==> src/rtl/fetch_pkg.sv <==
// Shared types and constants for the instruction fetch stage.
package fetch_pkg;
  localparam int unsigned INSTR_W = 32;
  localparam logic [INSTR_W-1:0] HALT_WORD_DEFAULT = 32'hFFFF_FFFF;

  typedef enum logic [1:0] {
    IDLE = 2'd0,
    RUN  = 2'd1,
    HALT = 2'd2
  } fetch_state_t;
endpackage

==> src/rtl/instr_fetch_unit_if.sv <==
// Valid/ready instruction handoff from the fetch stage to the execute pipeline.
interface instr_fetch_unit_if;
  import fetch_pkg::*;

  logic [INSTR_W-1:0] InstrOut;
  logic               InstrValid;
  logic               OutReady;

  modport master (output InstrOut, output InstrValid, input OutReady);
  modport slave  (input InstrOut, input InstrValid, output OutReady);
endinterface

==> src/rtl/instr_mem.sv <==
// Instruction store: synchronous write port, asynchronous read port, not reset.
module instr_mem
  import fetch_pkg::*;
#(
  parameter int unsigned ADDR_W = 6,
  parameter int unsigned DEPTH  = 2 ** ADDR_W
) (
  input  logic               clk,
  input  logic               wrEn,
  input  logic [ADDR_W-1:0]  wrAddr,
  input  logic [INSTR_W-1:0] wrData,
  input  logic [ADDR_W-1:0]  rdAddr,
  output logic [INSTR_W-1:0] rdData
);
  logic [INSTR_W-1:0] mem [DEPTH];

  always_ff @(posedge clk) begin
    if (wrEn) mem[wrAddr] <= wrData;
  end

  assign rdData = mem[rdAddr];
endmodule

==> src/rtl/instr_fetch_unit.sv <==
// Fetch stage: run/halt FSM walking the PC through instruction memory and
// issuing one word per cycle over a valid/ready handshake.
module instr_fetch_unit
  import fetch_pkg::*;
#(
  parameter int unsigned        ADDR_W    = 6,
  parameter int unsigned        DEPTH     = 2 ** ADDR_W,
  parameter logic [INSTR_W-1:0] HALT_WORD = HALT_WORD_DEFAULT
) (
  input  logic                 clk,
  input  logic                 rst,
  input  logic                 LoadEn,
  input  logic [ADDR_W-1:0]    LoadAddr,
  input  logic [INSTR_W-1:0]   LoadData,
  input  logic                 Start,
  input  logic [ADDR_W:0]      ProgLen,
  instr_fetch_unit_if.master   outBus,
  output logic [ADDR_W-1:0]    PC,
  output logic                 Done
);
  localparam int unsigned LEN_W = ADDR_W + 1;

  fetch_state_t       stateQ, stateNext;
  logic [ADDR_W-1:0]  pcQ, pcNext;
  logic [LEN_W-1:0]   lenQ, lenNext;
  logic [INSTR_W-1:0] outQ, outNext;
  logic               validQ, validNext;
  logic               doneQ, doneNext;
  logic               memWe;
  logic               issue;
  logic [INSTR_W-1:0] rdData;

  instr_mem #(.ADDR_W(ADDR_W), .DEPTH(DEPTH)) uMem (
    .clk    (clk),
    .wrEn   (memWe),
    .wrAddr (LoadAddr),
    .wrData (LoadData),
    .rdAddr (pcQ),
    .rdData (rdData)
  );

  always_ff @(posedge clk) begin
    if (!rst) begin
      stateQ <= IDLE;
      pcQ    <= '0;
      lenQ   <= '0;
      outQ   <= '0;
      validQ <= 1'b0;
      doneQ  <= 1'b0;
    end else begin
      stateQ <= stateNext;
      pcQ    <= pcNext;
      lenQ   <= lenNext;
      outQ   <= outNext;
      validQ <= validNext;
      doneQ  <= doneNext;
    end
  end

  always_comb begin
    stateNext = stateQ;
    pcNext    = pcQ;
    lenNext   = lenQ;
    outNext   = outQ;
    validNext = validQ;
    memWe     = 1'b0;
    issue     = !validQ || outBus.OutReady;

    case (stateQ)
      IDLE: begin
        // Memory writes are blocked while reset is asserted so reset never corrupts the program.
        memWe = rst && LoadEn;
        if (Start && (ProgLen != '0)) begin
          lenNext   = (ProgLen > LEN_W'(DEPTH)) ? LEN_W'(DEPTH) : ProgLen;
          pcNext    = '0;
          stateNext = RUN;
        end
      end
      RUN: begin
        if (issue) begin
          if (rdData == HALT_WORD) begin
            validNext = 1'b0;
            stateNext = HALT;
          end else begin
            outNext   = rdData;
            validNext = 1'b1;
            pcNext    = pcQ + ADDR_W'(1);
            if ({1'b0, pcQ} == (lenQ - LEN_W'(1))) stateNext = HALT;
          end
        end
      end
      HALT: begin
        if (validQ && outBus.OutReady) validNext = 1'b0;
        if (Start && !validQ) stateNext = IDLE;
      end
      default: stateNext = IDLE;
    endcase

    doneNext = (stateNext == HALT);
  end

  assign outBus.InstrOut   = outQ;
  assign outBus.InstrValid = validQ;
  assign PC                = pcQ;
  assign Done              = doneQ;
endmodule

==> src/flat_wrapper.sv <==
// flat-port wrapper written by rule: the top's interface ports become plain ports
module instr_fetch_unit_flat import fetch_pkg::*;
#(
  parameter int unsigned        ADDR_W    = 6,
  parameter int unsigned        DEPTH     = 2 ** ADDR_W,
  parameter logic [INSTR_W-1:0] HALT_WORD = HALT_WORD_DEFAULT
)
  (clk, rst, LoadEn, LoadAddr, LoadData, Start, ProgLen, PC, Done, outBus_InstrOut, outBus_InstrValid, outBus_OutReady);
  instr_fetch_unit_if outBus_i ();
  input  logic clk;
  input  logic rst;
  input  logic LoadEn;
  input  logic [ADDR_W-1:0] LoadAddr;
  input  logic [INSTR_W-1:0] LoadData;
  input  logic Start;
  input  logic [ADDR_W:0] ProgLen;
  output logic [ADDR_W-1:0] PC;
  output logic Done;
  output wire logic [$bits(outBus_i.InstrOut)-1:0] outBus_InstrOut;
  output wire logic [$bits(outBus_i.InstrValid)-1:0] outBus_InstrValid;
  input wire logic [$bits(outBus_i.OutReady)-1:0] outBus_OutReady;
  assign outBus_InstrOut = outBus_i.InstrOut;
  assign outBus_InstrValid = outBus_i.InstrValid;
  assign outBus_i.OutReady = outBus_OutReady;
  instr_fetch_unit #(.ADDR_W(ADDR_W), .DEPTH(DEPTH), .HALT_WORD(HALT_WORD)) u_core (.clk(clk), .rst(rst), .LoadEn(LoadEn), .LoadAddr(LoadAddr), .LoadData(LoadData), .Start(Start), .ProgLen(ProgLen), .outBus(outBus_i), .PC(PC), .Done(Done));
endmodule
==> config.mk <==
export PLATFORM = sky130hd
export DESIGN_NAME = instr_fetch_unit_flat
export DESIGN_NICKNAME = d
export VERILOG_FILES = /design/src/rtl/fetch_pkg.sv /design/src/rtl/instr_fetch_unit_if.sv /design/src/rtl/instr_mem.sv /design/src/rtl/instr_fetch_unit.sv /design/src/flat_wrapper.sv
export SDC_FILE = /design/constraint.sdc
export NUM_CORES = 2
export LEC_CHECK = 0
export BUFFER_PORTS_ARGS = -buffer_cell sky130_fd_sc_hd__buf_2
export CAP_MARGIN = 40
export CORE_ASPECT_RATIO = 1.5
export CORE_MARGIN = 4
export CORE_UTILIZATION = 52
export DETAILED_ROUTE_END_ITERATION = 6
export PLACE_DENSITY = 0.7
export SETUP_SLACK_MARGIN = 0.2
export SYNTH_ARGS = -nofsm -noshare
export SYNTH_HDL_FRONTEND = slang
export SYNTH_SLANG_ARGS = --single-unit
==> constraint.sdc <==
create_clock -name clk -period 3.1 [get_ports clk]
set_input_delay 0.62 -clock clk [delete_from_list [all_inputs] [get_ports clk]]
set_output_delay 0.62 -clock clk [all_outputs]
set_load 0.01 [all_outputs]
Word-level counts from Yosys, hierarchy flattened --
Memories as Yosys holds them, arrays and structs flattened. A register that Yosys moved wholly into a read port is not among the register bits. Cells that the tools add are included.
Storage, ports and cells: bits in registers 49, latch bits 0, bits in writable memories 2048, memory bits (read-only) 0, bits of input ports 50, output and inout bits 40, logic and storage cells 54, memories 1
Memory list:
- u_core.uMem.mem | words 64, width 32, read ports 1, clocked after memory_dff 1, wr ports 1, line instr_mem.sv:15 | logic [INSTR_W-1:0] mem [DEPTH];
Operators by class: $add $sub $neg 2, multipliers 0, divide/modulo/power cells 0, order comparisons 1, equal/unequal tests 9, shifts and indexed selects 0, multiplexer cells 20, bitwise gates (word level) 1, reduce and logical (&&, ||, !) cells 14
Operator list (count):
- == test 32 bit, second input constant | 1
- 2-to-1 mux 6 bit | 5
- case mux 6 bit (2 select lines) | 1
- 2-to-1 mux 2 bit | 5
- == test 6 x 7 -> 1 bit | 1
- > comparator 7 bit, second input constant | 1
- 2-to-1 mux 7 bit | 1
- nonzero test 7 bit | 1
- subtractor 7 x 1 -> 7 bit, second input constant | 1
- adder 6 x 1 -> 6 bit, second input constant | 1
- 2-to-1 mux 1 bit | 6
- != test 2 x 1 -> 1 bit, second input constant | 3
- case mux 2 bit (3 select lines) | 1
- AND reduction 3 bit | 2
- == test 2 bit, second input constant | 2
- logical AND 1 bit | 4
- AND reduction 4 bit | 1
- nonzero test 2 bit | 2
- == test 2 x 1 -> 1 bit, second input constant | 1
- logical NOT 2 bit | 1
- != test 2 bit, second input constant | 1
- case mux 1 bit (2 select lines) | 1
- AND reduction 2 bit | 1
- logical NOT 1 bit | 1
- 2 further kinds | 2

Logic depth before layout (Yosys ltp) --
depth after elaboration 7, gate-level depth with buffers 17, mapped depth without buffers 10

Modules after synthesis --
From an unflattened synthesis, not the netlist that was laid out.
Unflattened totals: cells, all modules 3521, area total of the unflattened synthesis 80129.4 µm²
Modules (own cells, without submodules):
- instr_mem | times used 1, cells an instance 3292, area an instance 77874.7 µm², seq. area each 61499.0 µm²
- instr_fetch_unit | times used 1, cells an instance 229, area an instance 2254.7 µm², seq. area each 980.9 µm²

Least setup slack after synthesis --
Ideal clock, no wire load.
path kind register to register, start register with a tool-made name, end register u_core.outQ[10] (netlist: u_core.outBus.InstrOut[10]), setup time 0.072 ns, arrival 3.160 ns, data required time 3.028 ns, slack -0.132 ns, cell stages (with the launch flop) 17, buffers on the path 7, period minus slack after synthesis 3.232 ns, cell sequence dfxtp_1 -> buf_6 -> buf_12 -> buf_12 -> buf_12 -> nor2b_4 -> buf_6 -> buf_6 -> a221oi_2 -> o21ai_1 -> a221oi_1 -> nand4_1 -> or4_4 -> or2_4 -> nand2_8 -> buf_12 -> mux2i_1
RTL lines:
- end signal: assignment | line instr_fetch_unit.sv:54 | outQ <= outNext;
- end: declaration | line instr_fetch_unit.sv:26 | logic [INSTR_W-1:0] outQ, outNext;

==> results.yml <==
sta:
  worst_pin_slew_ps: 933
  fmax_mhz: 253
  setup_viol: 48
  finalMaxSlewViolations: 0
  final.setup.tns_ps: -36420
  fin_ws_ps: -856
  fin_crit_ps: 3960
  period_share: 1.28
  slew_headroom: 0.378
  finClkSkew_ps: 29.2
  hold_viol: 0
  rsz0062_at_grt: "true"
worst_hold_path:
  min_to: "u_core.lenQ[3]"
  hp-start: "ProgLen[3]"
  hold_depth: 3
  min_path_type: "primary input to flop"
synth:
  synth_edf_count: 2048
  synth_flop_cell: "edfxtp_1"
  async_reset_ff_frac: 0
  ys_seq_area_frac: 0.765
  synth.cell_area_sq_um: 81900
  ys_types: 83
  ys_seq_elements: 2103
  yosysWarnings: 0
  avgSynthCellArea_sq_um: 21.4
  syn_inst: 3828
  synth_fp_nets: 3880
critical_path:
  critical_path_class: "flop to flop"
  r2r_cells: 17
  critical-path-top-delay-family: "compound AO/OA/AOI/OAI gates"
  cpMostUsedCell: "buf_12"
  cp.arrival_ps: 4690
  crit_buf_inv: 8
  slowest_stage: "or4_4"
  cp-end-kind: "flop"
  slowest_delay_ps: 500
  path_max_fanout: 8
  crit_required_ps: 3830
  crit_chain: "buf_12, buf_12, buf_12, buf_8, and2_4, buf_12, buf_8, a221oi_4, o21ai_2, a221oi_4, buf_4, nand4_1, or4_4, buf_6, o31ai_4, or3_1, mux2i_1"
  regToRegSetupSlack_ps: -860
  critPathLaunchType: "flop"
cts:
  clk_latency_ps: 810
  numCtsBuffers: 180
  clkTransAtPathRegs_ps: 70
  cts.path.max_buffers: 3
  postCtsHoldBufs: 0
  cts_root_buf: "clkbuf_16"
  cts_tree: "done"
  htreeDepth: 4
  clock-sinks: 2103
placement:
  hpwl_mm: 148
  gp_congestion: 0.910
  dp_cells: 6429
  portBuffers: 89
  postPlaceCellArea_sq_um: 90200
  dpl_worst_slack_ps: -1190
global_route:
  grt_start_max_net_pins: 69
  grt-ovfl-total: 0
  grt_pass1_vias: 44097
  grt_pass1_wl_mm: 328
  grt_use_total: 0.282
  antenna_found_initial: 12
floorplan:
  start_util: 0.522
  io_pins: 90
  die_area_sq_um: 164000
  fp-row-count: 178
  core_area_sq_um: 157000
  fp.dieW_um: 332
  die_y_um: 494
detailed_routing:
  dr.pass1.iters: 6
  routed_wl_mm: 233
  vias_per_cell: 6.51
  drc: 0
  drtIter0Drc: 5914
  vias: 44426
  drt.antenna.violating_nets: 0
  routedWlPerCell_um: 34.2
layout:
  final_area_sq_um: 97500
  area_growth_pct: 19.0
  layout-drive-gt1-share: 0.345
  final_core_util: 0.622
  fill_cells: 10439
  stdcell_count: 6827
  layout.nets: 4651
pwr:
  power_per_cell_area_nw_per_um2: 591
  ir_drop_mv: 0.534
  p_leak_nw: 31.3
status:
  status: "complete, but fails checks"
  violations: "setup timing"
flow_run:
  cap_violations: 0
worst min-delay path, stage by stage:
cell,delay [ps]
buf_2,90
mux2i_1,60
nor2_1,80
state kept, by name (all words and copies together) (netlist names), named ones only:
name	count
u_core.outBus.InstrValid	1
u_core.uMem.mem	2048
u_core.stateQ	2
u_core.lenQ	7
u_core.outBus.InstrOut	32
u_core.PC	6
u_core.Done	1
per-layer routing:
metal,up-vias,wire [um],global-route usage
met2,3039,116000,0.473
met3,606,22100,0.0488
met1,23142,80800,0.359
met4,2,14400,0.145
li1,17637,-,-
met5,-,13,0
report_power, final:
part,internal [mW],switching (mW)
Sequential,31.2,0.0519
Combinational,1.57,1.88
Clock,12.8,10.1
stage by stage:
stage	hold slack, ps	total power [mW]
floorplan	462	33.6
global placement	446	35.0
detailed placement	448	35.1
CTS	25.2	57.7
global route	63.9	59.2
finish	72.2	57.6
repair_timing:
item                                    CTS  global route
buffers inserted                         31            15
endpoints found under the setup margin   48            48
gates cloned                              9             2
pin swaps                                15            14
gates resized for setup                 100            38
cell type report:
type	instances	area, sq um	area share
Multi-Input combinational cell	1508	18500	0.190
Sequential cell	2103	62600	0.642
Tap cell	2070	2590	0.0266
Timing Repair Buffer	796	7760	0.0797
Clock buffer	231	4870	0.0499
Inverter	10	42.5	0.000436
Antenna cell	4	10.0	0.000103
Clock inverter	105	1110	0.0114
cell families (layout without fill, tap and decap cells):
kind of cell	after synthesis	after routing	synth area share
AOI/OAI and AO/OA	351	351	0.0300
muxes	738	738	0.159
DFF	2103	2103	0.765
xor gates and xnor gates	9	9	0.000963
buffers and inverters	217	1142	0.0210
adders and majority gates	2	2	0.000306
and+or+nand+nor	408	408	0.0240
other	0	4	0
cells in the final DEF (no fill, tap or decap), drive strengths merged, types with 20 or more instances in the layout:
cell type,count
nand2,139
nor2b,32
a22oi,65
nand3,26
dfxtp,55
nand2b,21
nor2,105
a221oi,20
clkbuf,233
mux4,433
o22ai,69
a21oi,55
edfxtp,2048
clkinv,71
mux2i,283
o21ai,36
mux2,22
buf,791
worst max path at each step:
stage	to	depth (start not counted)
global placement	u_core.outBus.InstrOut[31]	15
CTS	u_core.outBus.InstrOut[19]	17
detailed placement	u_core.stateQ[0]	15
global route	flop	17
floorplan	u_core.uMem.mem[16][0]	4
finish	flop	17
cells in the mapped netlist, types with 8 or more instances:
library cell / number / area, sq um
a211oi_1: 16 / 120
a21oi_1: 55 / 275
a221oi_1: 18 / 158
a22oi_1: 65 / 488
a31oi_1: 12 / 75.1
buf_12: 17 / 340
buf_2: 47 / 235
buf_4: 53 / 398
buf_6: 41 / 462
clkbuf_1: 39 / 146
dfxtp_1: 55 / 1100
edfxtp_1: 2048 / 61500
inv_1: 8 / 30.0
mux2_2: 22 / 248
mux2i_1: 283 / 2830
mux4_1: 55 / 1450
mux4_2: 378 / 8510
nand2_1: 136 / 510
nand2b_1: 21 / 131
nand3_1: 26 / 130
nand4_1: 13 / 81.3
nor2_1: 104 / 390
nor2b_1: 31 / 194
nor3_1: 19 / 95.1
o211ai_1: 8 / 60.1
o21ai_0: 32 / 160
o221ai_1: 14 / 123
o22ai_1: 69 / 432
or3_1: 9 / 56.3
Note: power is estimated with default switching activity, not from simulation.
